File: src/rtl/multicycle_ctrl.sv
// Multi-cycle MIPS control FSM: sequences PC/IR/ALU/unified memory over 3-5 cycles.
// Optional macro MCTRL_ILLEGAL_TRAP_EN: unsupported opcodes halt and raise illegal_o.
module multicycle_ctrl #(
   parameter int unsigned MEM_TIMEOUT = 16
) (
   input  logic       clk_i,
   input  logic       rst_i,
   input  logic [5:0] instr_op_i,
   input  logic       zero_i,
   input  logic       mem_ready_i,
   output logic       pc_write_o,
   output logic       ir_write_o,
   output logic       iord_o,
   output logic       mem_read_o,
   output logic       mem_write_o,
   output logic       reg_write_o,
   output logic [1:0] reg_dst_o,
   output logic [1:0] mem2reg_o,
   output logic       alu_src_a_o,
   output logic [1:0] alu_src_b_o,
   output logic [2:0] alu_op_o,
   output logic [1:0] pc_src_o,
   output logic       instr_done_o,
   output logic       mem_err_o,
`ifdef MCTRL_ILLEGAL_TRAP_EN
   output logic       illegal_o,
`endif
   output logic [3:0] state_o
);

   localparam int unsigned CNT_W = 8;
   localparam logic [5:0] OP_SW   = 6'b101011;
   localparam logic [5:0] OP_SLTI = 6'b001010;

   typedef enum logic [3:0] {
      IDLE     = 4'd0,  FETCH  = 4'd1,  DECODE = 4'd2,  MEM_ADDR = 4'd3,
      MEM_RD   = 4'd4,  MEM_WB = 4'd5,  MEM_WR = 4'd6,  R_EXE    = 4'd7,
      R_WB     = 4'd8,  I_EXE  = 4'd9,  I_WB   = 4'd10, BRANCH   = 4'd11,
      JUMP     = 4'd12, JAL    = 4'd13, HALT   = 4'd14
   } state_t;

   state_t           state, state_nxt;
   logic [CNT_W-1:0] wait_cnt;
   logic             mem_err;
   logic             wait_st_c;
   logic             timeout_c;
   logic             illegal_set_c;

   // Timeout fires on the wait cycle that would bring the count up to MEM_TIMEOUT.
   assign wait_st_c = (state == FETCH) || (state == MEM_RD) || (state == MEM_WR);
   assign timeout_c = (MEM_TIMEOUT != 0) && wait_st_c && !mem_ready_i &&
                      ((9'(wait_cnt) + 9'd1) == 9'(MEM_TIMEOUT));

   always_ff @(posedge clk_i or negedge rst_i) begin
      if (!rst_i) begin
         state    <= IDLE;
         wait_cnt <= '0;
         mem_err  <= 1'b0;
      end else begin
         state <= state_nxt;
         if (timeout_c)
            mem_err <= 1'b1;
         if ((state_nxt != state) &&
             ((state_nxt == FETCH) || (state_nxt == MEM_RD) || (state_nxt == MEM_WR)))
            wait_cnt <= '0;
         else if (wait_st_c && !mem_ready_i && (wait_cnt != '1))
            wait_cnt <= wait_cnt + CNT_W'(1);
      end
   end

`ifdef MCTRL_ILLEGAL_TRAP_EN
   logic illegal;
   always_ff @(posedge clk_i or negedge rst_i) begin
      if (!rst_i)
         illegal <= 1'b0;
      else if (illegal_set_c)
         illegal <= 1'b1;
   end
   assign illegal_o = illegal;
`endif

   // Next-state and Moore output decode; mem_ready_i/zero_i only gate enables.
   always_comb begin
      state_nxt     = state;
      illegal_set_c = 1'b0;
      pc_write_o    = 1'b0;
      ir_write_o    = 1'b0;
      iord_o        = 1'b0;
      mem_read_o    = 1'b0;
      mem_write_o   = 1'b0;
      reg_write_o   = 1'b0;
      reg_dst_o     = 2'b00;
      mem2reg_o     = 2'b00;
      alu_src_a_o   = 1'b0;
      alu_src_b_o   = 2'b00;
      alu_op_o      = 3'b000;
      pc_src_o      = 2'b00;
      instr_done_o  = 1'b0;
      case (state)
         IDLE: state_nxt = FETCH;
         FETCH: begin
            mem_read_o  = 1'b1;
            alu_src_b_o = 2'b01;
            alu_op_o    = 3'b100;
            pc_write_o  = mem_ready_i;
            ir_write_o  = mem_ready_i;
            if (mem_ready_i) state_nxt = DECODE;
         end
         DECODE: begin
            alu_src_b_o = 2'b11;
            alu_op_o    = 3'b100;
            casez (instr_op_i)
               6'b000000:             state_nxt = R_EXE;
               6'b100011, 6'b101011:  state_nxt = MEM_ADDR;
               6'b000100:             state_nxt = BRANCH;
               6'b001???:             state_nxt = I_EXE;
               6'b000010:             state_nxt = JUMP;
               6'b000011:             state_nxt = JAL;
`ifdef MCTRL_ILLEGAL_TRAP_EN
               default: begin
                  state_nxt     = HALT;
                  illegal_set_c = 1'b1;
               end
`else
               default:               state_nxt = FETCH;
`endif
            endcase
         end
         MEM_ADDR: begin
            alu_src_a_o = 1'b1;
            alu_src_b_o = 2'b10;
            alu_op_o    = 3'b100;
            state_nxt   = (instr_op_i == OP_SW) ? MEM_WR : MEM_RD;
         end
         MEM_RD: begin
            iord_o     = 1'b1;
            mem_read_o = 1'b1;
            if (mem_ready_i) state_nxt = MEM_WB;
         end
         MEM_WB: begin
            reg_write_o  = 1'b1;
            mem2reg_o    = 2'b01;
            instr_done_o = 1'b1;
            state_nxt    = FETCH;
         end
         MEM_WR: begin
            iord_o       = 1'b1;
            mem_write_o  = 1'b1;
            instr_done_o = mem_ready_i;
            if (mem_ready_i) state_nxt = FETCH;
         end
         R_EXE: begin
            alu_src_a_o = 1'b1;
            alu_op_o    = 3'b010;
            state_nxt   = R_WB;
         end
         R_WB: begin
            reg_write_o  = 1'b1;
            reg_dst_o    = 2'b01;
            instr_done_o = 1'b1;
            state_nxt    = FETCH;
         end
         I_EXE: begin
            alu_src_a_o = 1'b1;
            alu_src_b_o = 2'b10;
            alu_op_o    = (instr_op_i == OP_SLTI) ? 3'b111 : 3'b100;
            state_nxt   = I_WB;
         end
         I_WB: begin
            reg_write_o  = 1'b1;
            instr_done_o = 1'b1;
            state_nxt    = FETCH;
         end
         BRANCH: begin
            alu_src_a_o  = 1'b1;
            alu_op_o     = 3'b101;
            pc_src_o     = 2'b01;
            pc_write_o   = zero_i;
            instr_done_o = 1'b1;
            state_nxt    = FETCH;
         end
         JUMP: begin
            pc_write_o   = 1'b1;
            pc_src_o     = 2'b10;
            instr_done_o = 1'b1;
            state_nxt    = FETCH;
         end
         JAL: begin
            pc_write_o   = 1'b1;
            pc_src_o     = 2'b10;
            reg_write_o  = 1'b1;
            reg_dst_o    = 2'b10;
            mem2reg_o    = 2'b10;
            instr_done_o = 1'b1;
            state_nxt    = FETCH;
         end
         HALT:    state_nxt = HALT;
         default: state_nxt = IDLE;
      endcase
      if (timeout_c)
         state_nxt = HALT;
   end

   assign mem_err_o = mem_err;
   assign state_o   = state;

endmodule

File: config.mk
export PLATFORM = sky130hd
export DESIGN_NAME = multicycle_ctrl
export DESIGN_NICKNAME = d
export VERILOG_FILES = /design/src/rtl/multicycle_ctrl.sv
export SDC_FILE = /design/constraint.sdc
export NUM_CORES = 1
export LEC_CHECK = 0
export CAP_MARGIN = 20
export CORE_ASPECT_RATIO = 1.25
export CORE_MARGIN = 2
export CORE_UTILIZATION = 48
export DETAILED_ROUTE_END_ITERATION = 10
export HOLD_SLACK_MARGIN = 0.06
export PLACE_DENSITY = 0.85
export SKIP_CTS_REPAIR_TIMING = 1
export SYNTH_ARGS = -nofsm -noshare
export SYNTH_HDL_FRONTEND = slang
export SYNTH_SLANG_ARGS = --single-unit
File: constraint.sdc
create_clock -name clk_i -period 2.9 [get_ports clk_i]
set_clock_uncertainty 0.1 [all_clocks]
set_input_delay 0.58 -clock clk_i [delete_from_list [all_inputs] [get_ports clk_i]]
set_output_delay 0.58 -clock clk_i [all_outputs]
set_load 0.02 [all_outputs]
==> metrics.md <==
| Metric | Value |
|---|---|
| Mux share of post-synthesis cell area | 3.29% |
| Antenna-violating nets left | 0 |
| Register area share after synthesis | 26.7% |
| End of the worst register-to-register path | wait_cnt[6]$_DFFE_PN0P_ |
| Cells along the critical path | inv_2 > nor2_1 > and3_1 > a211o_1 > clkdlybuf4s50_1 |
| Worst Hold Depth | 1 |
| Min-delay src | mem_err_o$_DFFE_PN0P_ |
| Largest family of logic cells by synthesized area | simple AND/OR/NAND/NOR gates |
| Worst hold endpoint | mem_err_o$_DFFE_PN0P_ |
| Peak VDD IR | 0.457 mV |
| Layout area overhead | 37.5% |
| Core area | 0.00243 sq mm |
| Yosys top cell by area | dfrtp_1 |
| Worst hold slack | 385 ps |
| CTS buffer count | 3 |
| Hold WC Path Type | reg2reg |
| Routed WL per cell | 13.7 um |
| # DRC | 0 |
| Top post-synthesis cells by area | dfrtp_1 27%, nor2_1 6.5%, a21oi_1 5.3% |
| Synth Area in XOR/XNOR | 4.32% |
| Max Slew Vio Count | 0 |
| DRT Wirelength | 3150 um |
| Leakage Power | 0.712 nW |
| Die Footprint | 0.00296 sq mm |
| Final number of hold-violating endpoints | 0 |
| Startpoint Class | register |
| Max-cap violation count | 0 |
| Final min period | 2720 ps |
| Syn Std Cell Area | 0.00122 sq mm |
| Finish-stage setup viols | 0 |
| Sink Count | 13 |
| Cell chosen for the clock root | clkbuf_4 |
| Worst stage delay on the critical path | 540 ps |
| Status | complete, no violations |
| Synth top area share | 26.7% |
| Clock Latency Late Sink | 280 ps |
| Crit path kind | reg2out |
| Vias in the first global route | 1,229 |
| Synth warn | 0 |
| Mapped Cells | 156 |
| Initial core utilization | 50.2% |
| Worst-path maximum fanout | 10 |
| TritonCTS clock tree | built |
| Placed Cells | 226 |
| Setup TNS | 0 ps |
| Most frequent cells in the layout | 31 x clkdlybuf4s50_1, 21 x nor2_1, 13 x a21oi_1 |
| Flop-to-flop setup slack | 430 ps |
| Syn nets | 168 |
| Largest net degree at the start of global routing | 18 |
| Total Routing Usage GR | 23.0% |
| Final HPWL DP | 2530 um |
| Simple-gate share of the synthesized area | 40.2% |
| Critical Path RT | 2220 ps |
| Initial antenna violation count | 0 |
| Pwr Density | 854 mW/mm^2 |
| Pre-antenna DRT Iters | 4 |
| Synth Area in Compound Gates | 19.4% |
| Die H | 60.3 um |
| Overall power | 1.43 mW |
| Initial drt markers | 34 |
| Rel. slew slack | 61.0% |
| First-pass GRT wire length | 5310 um |
| Synth Area in Adders | 2.06% |
| Critical path capture point type | primary output |
| Congestion Overflow GR | 0 |
| # rows | 20 |
| Crit path DAT | 2040 ps |
| Die extent in x | 49.0 um |
| H-tree depth | 1 |
| Number of primary I/O pins | 34 |
| Reg2Reg Launch Point | wait_cnt[0]$_DFFE_PN0P_ |
| Core Util, Final | 69.0% |
| Nets | 210 |
| Vias per Instance | 5.67 |
| Crit-path slowest cell | clkdlybuf4s50_1 |
| Routed via count | 1,303 |
| Fin crit share | 93.8% |
| RSZ-0062 raised after global routing | false |
| Share of cells above drive strength 1 | 14.7% |
| Worst R2R Path Depth | 8 |
| GP Congestion | 0.827 |
| Most common cell after layout, fill and taps aside | clkdlybuf4s50_1 |
| Clk slew on worst S/H paths | 70 ps |
| Buffers on Ports | 33 |
| Cell variety after synth | 47 |
| Fin cells | 230 |
| Fmax | 368 MHz |
| Worst-Margin Slew | 583 ps |
| N_diodes | 0 |
| Avg Cell Area, Syn | 7.80 sq um |
| Seq cells post-synth | 13 |
| Clock Path Buffers | 2 |
## state kept, by name, summed over array words and instances (netlist names)
signal,count
state_o,4
mem_err_o,1
wait_cnt,8
## stage by stage
step,setup WS [ps],area [sq um]
finish,181,1670
global route,83.0,1670
CTS,-81.3,1660
detailed placement,-81.3,1630
global placement,42.4,1630
floorplan,454,1220
## report_power, final
group,internal [mW],switching (mW)
registers,0.215,0.0810
clock network,0.0535,0.0594
logic,0.470,0.551
total,0.738,0.692
## area by class of cell
type | instances | area [sq um]
clock buffers | 4 | 26.3
inverters | 3 | 11.3
flip-flops and latches | 13 | 327
well taps | 33 | 41.3
fillers | 207 | 753
repair buffers | 44 | 418
multi-input cells | 133 | 851
## worst max-delay path by stage
stage | cells past startpoint | to | slack (ps) | startpoint
detailed placement | 5 | alu_op_o[1] | -80 | instr_op_i[0]
global placement | 5 | alu_op_o[1] | 40 | instr_op_i[0]
global route | 4 | pc_write_o | 80 | state_o[2]$_DFF_PN0_
finish | 5 | pc_write_o | 180 | state_o[0]$_DFF_PN0_
CTS | 5 | alu_op_o[1] | -80 | instr_op_i[0]
floorplan | 5 | pc_write_o | 450 | state_o[1]$_DFF_PN0_
## Yosys cell counts, drive strengths merged
cell      n
and4b     2
nand2    11
inv       3
a31o      1
xnor2     5
a21boi    1
buf       2
and3      2
nand2b    9
clkbuf    5
mux2i     4
and2      2
nand4     5
a41oi     1
nand4b    2
and2b     1
or4b      1
nand3     4
dfrtp    13
nor2b     7
xor2      1
nand3b    2
or3b      1
nor2     22
o21ai     6
a211o     3
nor3b     3
ha        2
a31oi     2
and4      1
or2       1
or3       1
o22a      1
a22oi     1
o211ai    3
o2111ai   1
o2bb2ai   1
a21oi    14
nor3      9
## metal layers
layer / global-route usage, % / routed length, um / vias to the layer above
li1: - / - / 643
met1: 23.3 / 1270 / 615
met2: 48.7 / 1710 / 40
met3: 3.50 / 133 / 5
met4: 6.12 / 26 / 0
met5: 0 / 0 / -
## critical path: cells and delay by family (launching register included)
| kind | cells | cell delay [ps] |
|---|---|---|
| buf+inv | 2 | 740 |
| flops | 1 | 490 |
| compound gates | 1 | 260 |
| simple gates | 2 | 270 |
## kinds of logic (layout without fill, tap and decap cells)
| family | after synthesis | count (layout) |
|---|---|---|
| AND/OR/NAND/NOR | 86 | 86 |
| buffers and inverters | 10 | 51 |
| multiplexers | 4 | 4 |
| XOR/XNOR | 6 | 6 |
| AO/OA/AOI/OAI | 35 | 35 |
| adder cells (fa/ha/maj) | 2 | 2 |
| flip-flops | 13 | 13 |
No activity file was read; power rests on OpenSTA's default activity.
